**config.mk**
```make
export PLATFORM = sky130hd
export DESIGN_NAME = ifetch_prefetch_flat
export DESIGN_NICKNAME = d
export VERILOG_FILES = /design/src/rtl/ifetch_prefetch_if.sv /design/src/rtl/ifetch_prefetch.sv /design/src/flat_wrapper.sv
export SDC_FILE = /design/constraint.sdc
export NUM_CORES = 1
export LEC_CHECK = 0
export ABC_AREA = 1
export BUFFER_PORTS_ARGS = -buffer_cell sky130_fd_sc_hd__buf_2
export CORE_MARGIN = 2
export CORE_UTILIZATION = 35
export DETAILED_ROUTE_END_ITERATION = 6
export GPL_TIMING_DRIVEN = 0
export SLEW_MARGIN = 25
export SYNTH_ARGS = -nofsm -noshare
export SYNTH_HDL_FRONTEND = slang
export SYNTH_SLANG_ARGS = --single-unit
```
**constraint.sdc**
```tcl
create_clock -name clock -period 6.46 [get_ports clock]
set_input_delay 1.292 -clock clock [delete_from_list [all_inputs] [get_ports clock]]
set_output_delay 1.292 -clock clock [all_outputs]
set_load 0.02 [all_outputs]
```
**src/rtl/ifetch_prefetch_if.sv**
```systemverilog
// ifetch_prefetch_if
// Groups the instruction-ROM read port and the decode-side valid/ready
// handshake of the prefetching fetch unit.
//   imem_en / imem_addr   fetch -> ROM, read strobe and word address
//   imem_rdata            ROM -> fetch, data one cycle after imem_en
//   out_valid / out_ready head-of-queue handshake towards decode
//   out_instr / out_pc_plus_4  head instruction and its address + 4
// modport master: the fetch unit; modport slave: ROM + decode side.
interface ifetch_prefetch_if #(
   parameter int ADDR_W = 32,
   parameter int ROM_AW = 14
);
   logic              imem_en;
   logic [ROM_AW-1:0] imem_addr;
   logic [31:0]       imem_rdata;
   logic              out_valid;
   logic              out_ready;
   logic [31:0]       out_instr;
   logic [ADDR_W-1:0] out_pc_plus_4;

   modport master (
      output imem_en, imem_addr, out_valid, out_instr, out_pc_plus_4,
      input  imem_rdata, out_ready
   );

   modport slave (
      input  imem_en, imem_addr, out_valid, out_instr, out_pc_plus_4,
      output imem_rdata, out_ready
   );
endinterface

```
**src/rtl/ifetch_prefetch.sv**
```systemverilog
// ifetch_prefetch
// Fetch unit with a DEPTH-entry prefetch queue in front of a synchronous
// instruction ROM (one-cycle read latency). Execute-stage redirects (jr,
// j/jal, beq, bne) are resolved here; a taken redirect flushes the queue
// and restarts fetch at the target.
// Ports:
//   clock, reset        rising-edge clock, synchronous active-low reset
//   bus (master)        ROM read port and decode handshake
//   redir_valid         execute-stage control below is valid this cycle
//   Branch, nBranch, Jmp, Jal, Jrn, Zero   execute-stage control
//   redir_pc_plus_4     PC+4 of the redirecting instruction
//   Add_result          branch target
//   Read_data_1         jr target
//   jidx                jump index field
// Optional feature macro IFETCH_JAL_LINK_EN adds link_valid / link_addr,
// a one-cycle pulse carrying the return address of a taken jal.
module ifetch_prefetch #(
   parameter int              ADDR_W   = 32,
   parameter int              ROM_AW   = 14,
   parameter int              DEPTH    = 4,
   parameter logic [ADDR_W-1:0] RESET_PC = '0
) (
   input  logic              clock,
   input  logic              reset,
   ifetch_prefetch_if.master bus,
   input  logic              redir_valid,
   input  logic              Branch,
   input  logic              nBranch,
   input  logic              Jmp,
   input  logic              Jal,
   input  logic              Jrn,
   input  logic              Zero,
   input  logic [ADDR_W-1:0] redir_pc_plus_4,
   input  logic [ADDR_W-1:0] Add_result,
   input  logic [ADDR_W-1:0] Read_data_1,
   input  logic [25:0]       jidx
`ifdef IFETCH_JAL_LINK_EN
   ,
   output logic              link_valid,
   output logic [ADDR_W-1:0] link_addr
`endif
);

   localparam int PW = $clog2(DEPTH);
   localparam int CW = PW + 1;
   localparam logic [CW:0] DEPTH_C = DEPTH[CW:0];

   logic [31:0]       r_q_instr [DEPTH];
   logic [ADDR_W-1:0] r_q_pc4   [DEPTH];
   logic [PW-1:0]     r_rd_ptr;
   logic [PW-1:0]     r_wr_ptr;
   logic [CW-1:0]     r_count;
   logic              r_inf;
   logic [ADDR_W-1:0] r_fpc;
   logic [ADDR_W-1:0] r_tag;

   logic              w_taken;
   logic [ADDR_W-1:0] w_target;
   logic [CW:0]       w_occ;
   logic              w_issue;
   logic              w_push;
   logic              w_pop;
   logic              w_unused_bits;

   assign w_taken = redir_valid & (Jrn | Jmp | Jal | (Branch & Zero) | (nBranch & ~Zero));

   // Jrn outranks Jmp/Jal, which outrank the conditional branches.
   always_comb begin
      w_target = Add_result;
      if (Jrn)
         w_target = Read_data_1;
      else if (Jmp | Jal)
         w_target = {redir_pc_plus_4[ADDR_W-1:28], jidx, 2'b00};
      w_target[1:0] = 2'b00;
   end

   // The in-flight word counts against capacity so its push can never overflow.
   assign w_occ   = {1'b0, r_count} + {{CW{1'b0}}, r_inf};
   assign w_issue = reset & ~w_taken & (w_occ < DEPTH_C);

   // A response landing in the redirect cycle is dropped by the flush itself,
   // and no fetch is issued that cycle, so nothing stale can arrive later.
   assign w_push  = r_inf & ~w_taken;
   assign w_pop   = bus.out_valid & bus.out_ready & ~w_taken;

   assign bus.imem_en       = w_issue;
   assign bus.imem_addr     = r_fpc[ROM_AW+1:2];
   assign bus.out_valid     = (r_count != '0);
   assign bus.out_instr     = r_q_instr[r_rd_ptr];
   assign bus.out_pc_plus_4 = r_q_pc4[r_rd_ptr];

   assign w_unused_bits = ^redir_pc_plus_4[27:0];

   always_ff @(posedge clock) begin
      if (!reset) begin
         r_fpc    <= {RESET_PC[ADDR_W-1:2], 2'b00};
         r_tag    <= '0;
         r_count  <= '0;
         r_inf    <= 1'b0;
         r_rd_ptr <= '0;
         r_wr_ptr <= '0;
         for (int i = 0; i < DEPTH; i++) begin
            r_q_instr[i] <= '0;
            r_q_pc4[i]   <= '0;
         end
      end else begin
         r_inf <= w_issue;
         if (w_issue) begin
            r_fpc <= r_fpc + ADDR_W'(4);
            r_tag <= r_fpc + ADDR_W'(4);
         end
         if (w_taken) begin
            r_fpc    <= w_target;
            r_count  <= '0;
            r_rd_ptr <= '0;
            r_wr_ptr <= '0;
         end else begin
            if (w_push) begin
               r_q_instr[r_wr_ptr] <= bus.imem_rdata;
               r_q_pc4[r_wr_ptr]   <= r_tag;
               r_wr_ptr            <= r_wr_ptr + PW'(1);
            end
            if (w_pop)
               r_rd_ptr <= r_rd_ptr + PW'(1);
            case ({w_push, w_pop})
               2'b10:   r_count <= r_count + CW'(1);
               2'b01:   r_count <= r_count - CW'(1);
               default: r_count <= r_count;
            endcase
         end
      end
   end

`ifdef IFETCH_JAL_LINK_EN
   always_ff @(posedge clock) begin
      if (!reset) begin
         link_valid <= 1'b0;
         link_addr  <= '0;
      end else begin
         link_valid <= w_taken & Jal;
         if (w_taken & Jal)
            link_addr <= redir_pc_plus_4;
      end
   end
`endif

endmodule

```
**src/flat_wrapper.sv**
```systemverilog
// flat-port wrapper written by rule: the top's interface ports become plain ports
module ifetch_prefetch_flat 
#(
   parameter int              ADDR_W   = 32,
   parameter int              ROM_AW   = 14,
   parameter int              DEPTH    = 4,
   parameter logic [ADDR_W-1:0] RESET_PC = '0
)
  (clock, reset, redir_valid, Branch, nBranch, Jmp, Jal, Jrn, Zero, redir_pc_plus_4, Add_result, Read_data_1, jidx, bus_imem_en, bus_imem_addr, bus_out_valid, bus_out_instr, bus_out_pc_plus_4, bus_imem_rdata, bus_out_ready);
  ifetch_prefetch_if #(.ADDR_W(ADDR_W), .ROM_AW(ROM_AW)) bus_i ();
  input  logic clock;
  input  logic reset;
  input  logic redir_valid;
  input  logic Branch;
  input  logic nBranch;
  input  logic Jmp;
  input  logic Jal;
  input  logic Jrn;
  input  logic Zero;
  input  logic [ADDR_W-1:0] redir_pc_plus_4;
  input  logic [ADDR_W-1:0] Add_result;
  input  logic [ADDR_W-1:0] Read_data_1;
  input  logic [25:0] jidx;
  output wire logic [$bits(bus_i.imem_en)-1:0] bus_imem_en;
  output wire logic [$bits(bus_i.imem_addr)-1:0] bus_imem_addr;
  output wire logic [$bits(bus_i.out_valid)-1:0] bus_out_valid;
  output wire logic [$bits(bus_i.out_instr)-1:0] bus_out_instr;
  output wire logic [$bits(bus_i.out_pc_plus_4)-1:0] bus_out_pc_plus_4;
  input wire logic [$bits(bus_i.imem_rdata)-1:0] bus_imem_rdata;
  input wire logic [$bits(bus_i.out_ready)-1:0] bus_out_ready;
  assign bus_imem_en = bus_i.imem_en;
  assign bus_imem_addr = bus_i.imem_addr;
  assign bus_out_valid = bus_i.out_valid;
  assign bus_out_instr = bus_i.out_instr;
  assign bus_out_pc_plus_4 = bus_i.out_pc_plus_4;
  assign bus_i.imem_rdata = bus_imem_rdata;
  assign bus_i.out_ready = bus_out_ready;
  ifetch_prefetch #(.ADDR_W(ADDR_W), .ROM_AW(ROM_AW), .DEPTH(DEPTH), .RESET_PC(RESET_PC)) u_core (.clock(clock), .reset(reset), .bus(bus_i), .redir_valid(redir_valid), .Branch(Branch), .nBranch(nBranch), .Jmp(Jmp), .Jal(Jal), .Jrn(Jrn), .Zero(Zero), .redir_pc_plus_4(redir_pc_plus_4), .Add_result(Add_result), .Read_data_1(Read_data_1), .jidx(jidx));
endmodule
```
==> reports/summary.log <==
[clocking] CTS Buf Count 36
[global_routing] first-pass GRT wire length 64.3 mm
[finish] fin util 43.2%
[hold_path] Worst Hold Depth 2
[place] estimated wirelength of the detail-placed design 29.3 mm
[yosys] dominant combinational cell family by area after synthesis simple AND/OR/NAND/NOR gates
[yosys] register bit count reported by yosys 318
[yosys] Async S/R FF share, synth 0%
[route] per-cell routed wire length 16.9 um
[hold_path] Min-Delay Path Class flop to flop
[sta] transition time at the pin with the least slew margin 791 ps
[pwr] total power density per cell area 261 nW/um^2
[yosys] Synth Warn # 0
[place] Post-Place Setup Slack 2570 ps
[sta] setup repair after global routing missed its margin false
[worst_setup_path] critical path cell sequence clkbuf_1 > clkbuf_1 > clkbuf_1 > nor2_1 > o22ai_1 > buf_2
[route] Pre-antenna DRT Iters 5
[finish] sequential cell area 8850 sq um
[finish] Final Non-Filler Cells 2445
[worst_setup_path] worst-case reg-to-reg path depth 4
[floorplan] number of standard-cell rows in the floorplan 75
[pwr] peak supply drop 0.171 mV
[route] residual DRC count 0
[floorplan] core area 42100 sq um
[worst_setup_path] delay contributed by the slowest stage of the critical path 530 ps
[yosys] synthesized-area fraction occupied by ao, oa, aoi and oai cells 9.91%
[yosys] post-synthesis adder-cell area fraction 0.300%
[route] routed wire length 41.3 mm
[worst_setup_path] kind of end point of the critical path output port
[sta] timing-limited maximum frequency 240 MHz
[finish] count of fill cells added during filler insertion 4086
[clocking] clock insertion delay at the later pin of the skew report 530 ps
[place] total placed cells including tap cells 2380
[route] number of DRC violations after detailed-routing iteration 0 991
[global_routing] largest net degree at the start of global routing 42
[sta] Final Critical Period 4170 ps
[yosys] synth unique cells 36
[sta] Rel. slew slack 47.3%
[clocking] number of sinks driven by the clock tree 318
[worst_setup_path] WS Path Type flop to output port
[finish] growth of design area from synthesis to finish 21.2%
[floorplan] die outline area 44600 sq um
[global_routing] Remaining Overflow, GRT 0
[sta] final number of hold-violating endpoints 0
[global_routing] via count of the first global-routing pass 11800
[floorplan] I/O Pins 244
[floorplan] Initial Util 35.6%
[sta] final worst setup slack 2290 ps
[clocking] clock transition at the registers of the reported paths 60 ps
[finish] share of layout cells above drive strength 1 19.3%
[pwr] leakage 8.15 nW
[clocking] # hold bufs at CTS 0
[yosys] Synth Cell Area 15000 sq um
[yosys] primary flip-flop cell chosen by synthesis mapping sky130_fd_sc_hd__edfxtp_1
[status] status finished, final reports clean
[yosys] sequential share of the synthesized area 58.9%
[clocking] post-cts gate resize count 0
[sta] Setup-failing EPs final 0
[global_routing] GRT Overall Usage 18.5%
[clocking] post-CTS setup buffer count 0
[finish] diodes inserted 0
[place] RD Place Congestion 0.919
[route] Via Count 11900
[worst_setup_path] CP Data Required Time 5170 ps
[yosys] post-synthesis share of cell area spent on and, or, nand and nor gates 23.1%
[pwr] total power 4.75 mW
[sta] max-slew violation count 0
[worst_setup_path] Setup crit start kind flop
[clocking] clock root cell sky130_fd_sc_hd__clkbuf_16
[flow_run] maximum capacitance violations 0
[clocking] Bufs on Longest Clock Path 3
[worst_setup_path] critical path's most frequent cell sky130_fd_sc_hd__clkbuf_1
[clocking] TritonCTS clock tree yes
[sta] part of the cycle the worst path needs 64.6%
[finish] Post-layout nets 2046
[route] number of routed nets with antenna violations 0
[worst_setup_path] critical path fanouts, max 10
[yosys] post-synthesis share of cell area spent on xor and xnor gates 0.991%
[finish] area of the multi-input gates 5200 sq um
[worst_setup_path] Max stage delay cell, worst path sky130_fd_sc_hd__clkbuf_1
[yosys] number of synthesized flops with an enable pin 248
[sta] setup clock skew after layout 29.8 ps
[floorplan] width of the die 211 um
[clocking] CTS H-tree depth 2
[place] number of I/O port buffers 207
[route] average via count per standard cell 4.87
[worst_setup_path] arrival time reported for the critical path endpoint 2880 ps
[global_routing] initial antenna violation count 0
[yosys] Synth Area per Inst 9.26 sq um
[floorplan] die height 211 um
[yosys] Cells after Synth 1622
[yosys] mux share of post-synthesis cell area 0%
-- layout by cell type (no fill, tap or decap), drive strengths merged --
cell / instances
o211ai: 29
clkinv: 16
nor3b: 3
buf: 262
fa: 1
o31ai: 1
o21bai: 2
edfxtp: 248
nand3b: 3
xor2: 11
nor2: 366
ha: 2
nor3: 1
and3b: 1
nand2: 343
o21ai: 133
inv: 106
clkinvlp: 1
and2: 1
clkbuf: 116
nand3: 78
dfxtp: 70
bufinv: 2
conb: 2
o22ai: 62
nand4: 1
xnor2: 6
a21oi: 39
-- path summary, 6_finish.rpt --
path / from / endpoint / slack (ps)
worst max-delay path: flop / bus_out_pc_plus_4[29] / 2290
worst max register to register: u_core.r_wr_ptr[0]$_SDFFE_PN0P_ / u_core.r_q_instr[1][12]$_SDFFCE_PN0P_ / 4350
worst min-delay path: u_core.r_tag[21]$_SDFFE_PN0P_ / u_core.r_tag[21]$_SDFFE_PN0P_ / 470
worst min register to register: u_core.r_tag[21]$_SDFFE_PN0P_ / u_core.r_tag[21]$_SDFFE_PN0P_ / 470
-- critical path, delay by kind of cell (launching register included) --
| family | cells | cell delay [ps] |
|---|---|---|
| AOI/OAI and AO/OA | 1 | 300 |
| buffers and inverters | 4 | 1650 |
| DFF | 1 | 300 |
| and+or+nand+nor | 1 | 100 |
-- report_power, final --
group	leakage, nW	internal (mW)	switching (mW)	total [mW]
logic	4.44	0.160	0.278	0.438
registers	3.15	2.29	0.0481	2.34
clock network	0.557	1.16	0.815	1.97
-- flip-flops by register name, summed over array words and instances, names as in the netlist, named ones only --
register,cells
u_core.r_q_instr,128
u_core.r_inf,1
u_core.r_rd_ptr,2
u_core.r_wr_ptr,2
u_core.r_count,3
u_core.r_q_pc4,120
u_core.r_tag,30
u_core.r_fpc,30
-- stage by stage --
step	cell area, sq um	TNS, ps	hold WS (ps)
after floorplan	15000	-57490	443
after global placement	16700	-724170	457
after detailed placement	17100	0	457
after CTS	18200	0	466
after global routing	18200	0	481
final	18200	0	467
-- routing by layer --
layer	global-route usage (%)	vias up	share of wire (%)
met5	0	-	0
met4	5.71	0	2.8
met3	2.81	75	7.1
met2	31.9	441	48
met1	23.9	5439	42
li1	-	5952	-
-- cell families (layout without fill, tap and decap cells) --
family,after synthesis,count (layout)
compound gates,266,266
simple gates,797,797
xor+xnor,17,17
buf+inv,220,503
fa+ha+maj,3,3
other cells,1,2
flops,318,318
-- synth_stat cells, types with 2 or more instances --
| library cell | n | area [sq um] |
|---|---|---|
| sky130_fd_sc_hd__o21bai_1 | 2 | 15.0 |
| sky130_fd_sc_hd__o22ai_1 | 62 | 388 |
| sky130_fd_sc_hd__o21ai_0 | 133 | 666 |
| sky130_fd_sc_hd__buf_4 | 17 | 128 |
| sky130_fd_sc_hd__o211ai_1 | 29 | 218 |
| sky130_fd_sc_hd__buf_6 | 5 | 56.3 |
| sky130_fd_sc_hd__xnor2_1 | 6 | 52.6 |
| sky130_fd_sc_hd__xor2_1 | 11 | 96.3 |
| sky130_fd_sc_hd__nor2_1 | 361 | 1360 |
| sky130_fd_sc_hd__nand2_2 | 5 | 31.3 |
| sky130_fd_sc_hd__ha_1 | 2 | 25.0 |
| sky130_fd_sc_hd__dfxtp_1 | 70 | 1400 |
| sky130_fd_sc_hd__nand2_4 | 39 | 439 |
| sky130_fd_sc_hd__buf_2 | 15 | 75.1 |
| sky130_fd_sc_hd__inv_2 | 5 | 18.8 |
| sky130_fd_sc_hd__nand3b_1 | 2 | 15.0 |
| sky130_fd_sc_hd__buf_12 | 4 | 80.1 |
| sky130_fd_sc_hd__nand2_1 | 299 | 1120 |
| sky130_fd_sc_hd__inv_1 | 100 | 375 |
| sky130_fd_sc_hd__clkbuf_1 | 71 | 267 |
| sky130_fd_sc_hd__nor2_2 | 3 | 18.8 |
| sky130_fd_sc_hd__nand3_1 | 78 | 390 |
| sky130_fd_sc_hd__edfxtp_1 | 248 | 7450 |
| sky130_fd_sc_hd__a21oi_1 | 39 | 195 |
| sky130_fd_sc_hd__nor3b_1 | 3 | 22.5 |
| sky130_fd_sc_hd__buf_1 | 3 | 11.3 |
-- final cells by class --
type | count | area share, %
sequential | 318 | 48.6
clock buffer | 45 | 5.37
timing repair buffer | 218 | 7.28
clock inverter | 20 | 0.900
inverter | 105 | 2.16
buffer | 115 | 3.39
multi-input combinational | 1085 | 28.6
tap | 539 | 3.70
Note: power is estimated with default switching activity, not from simulation.
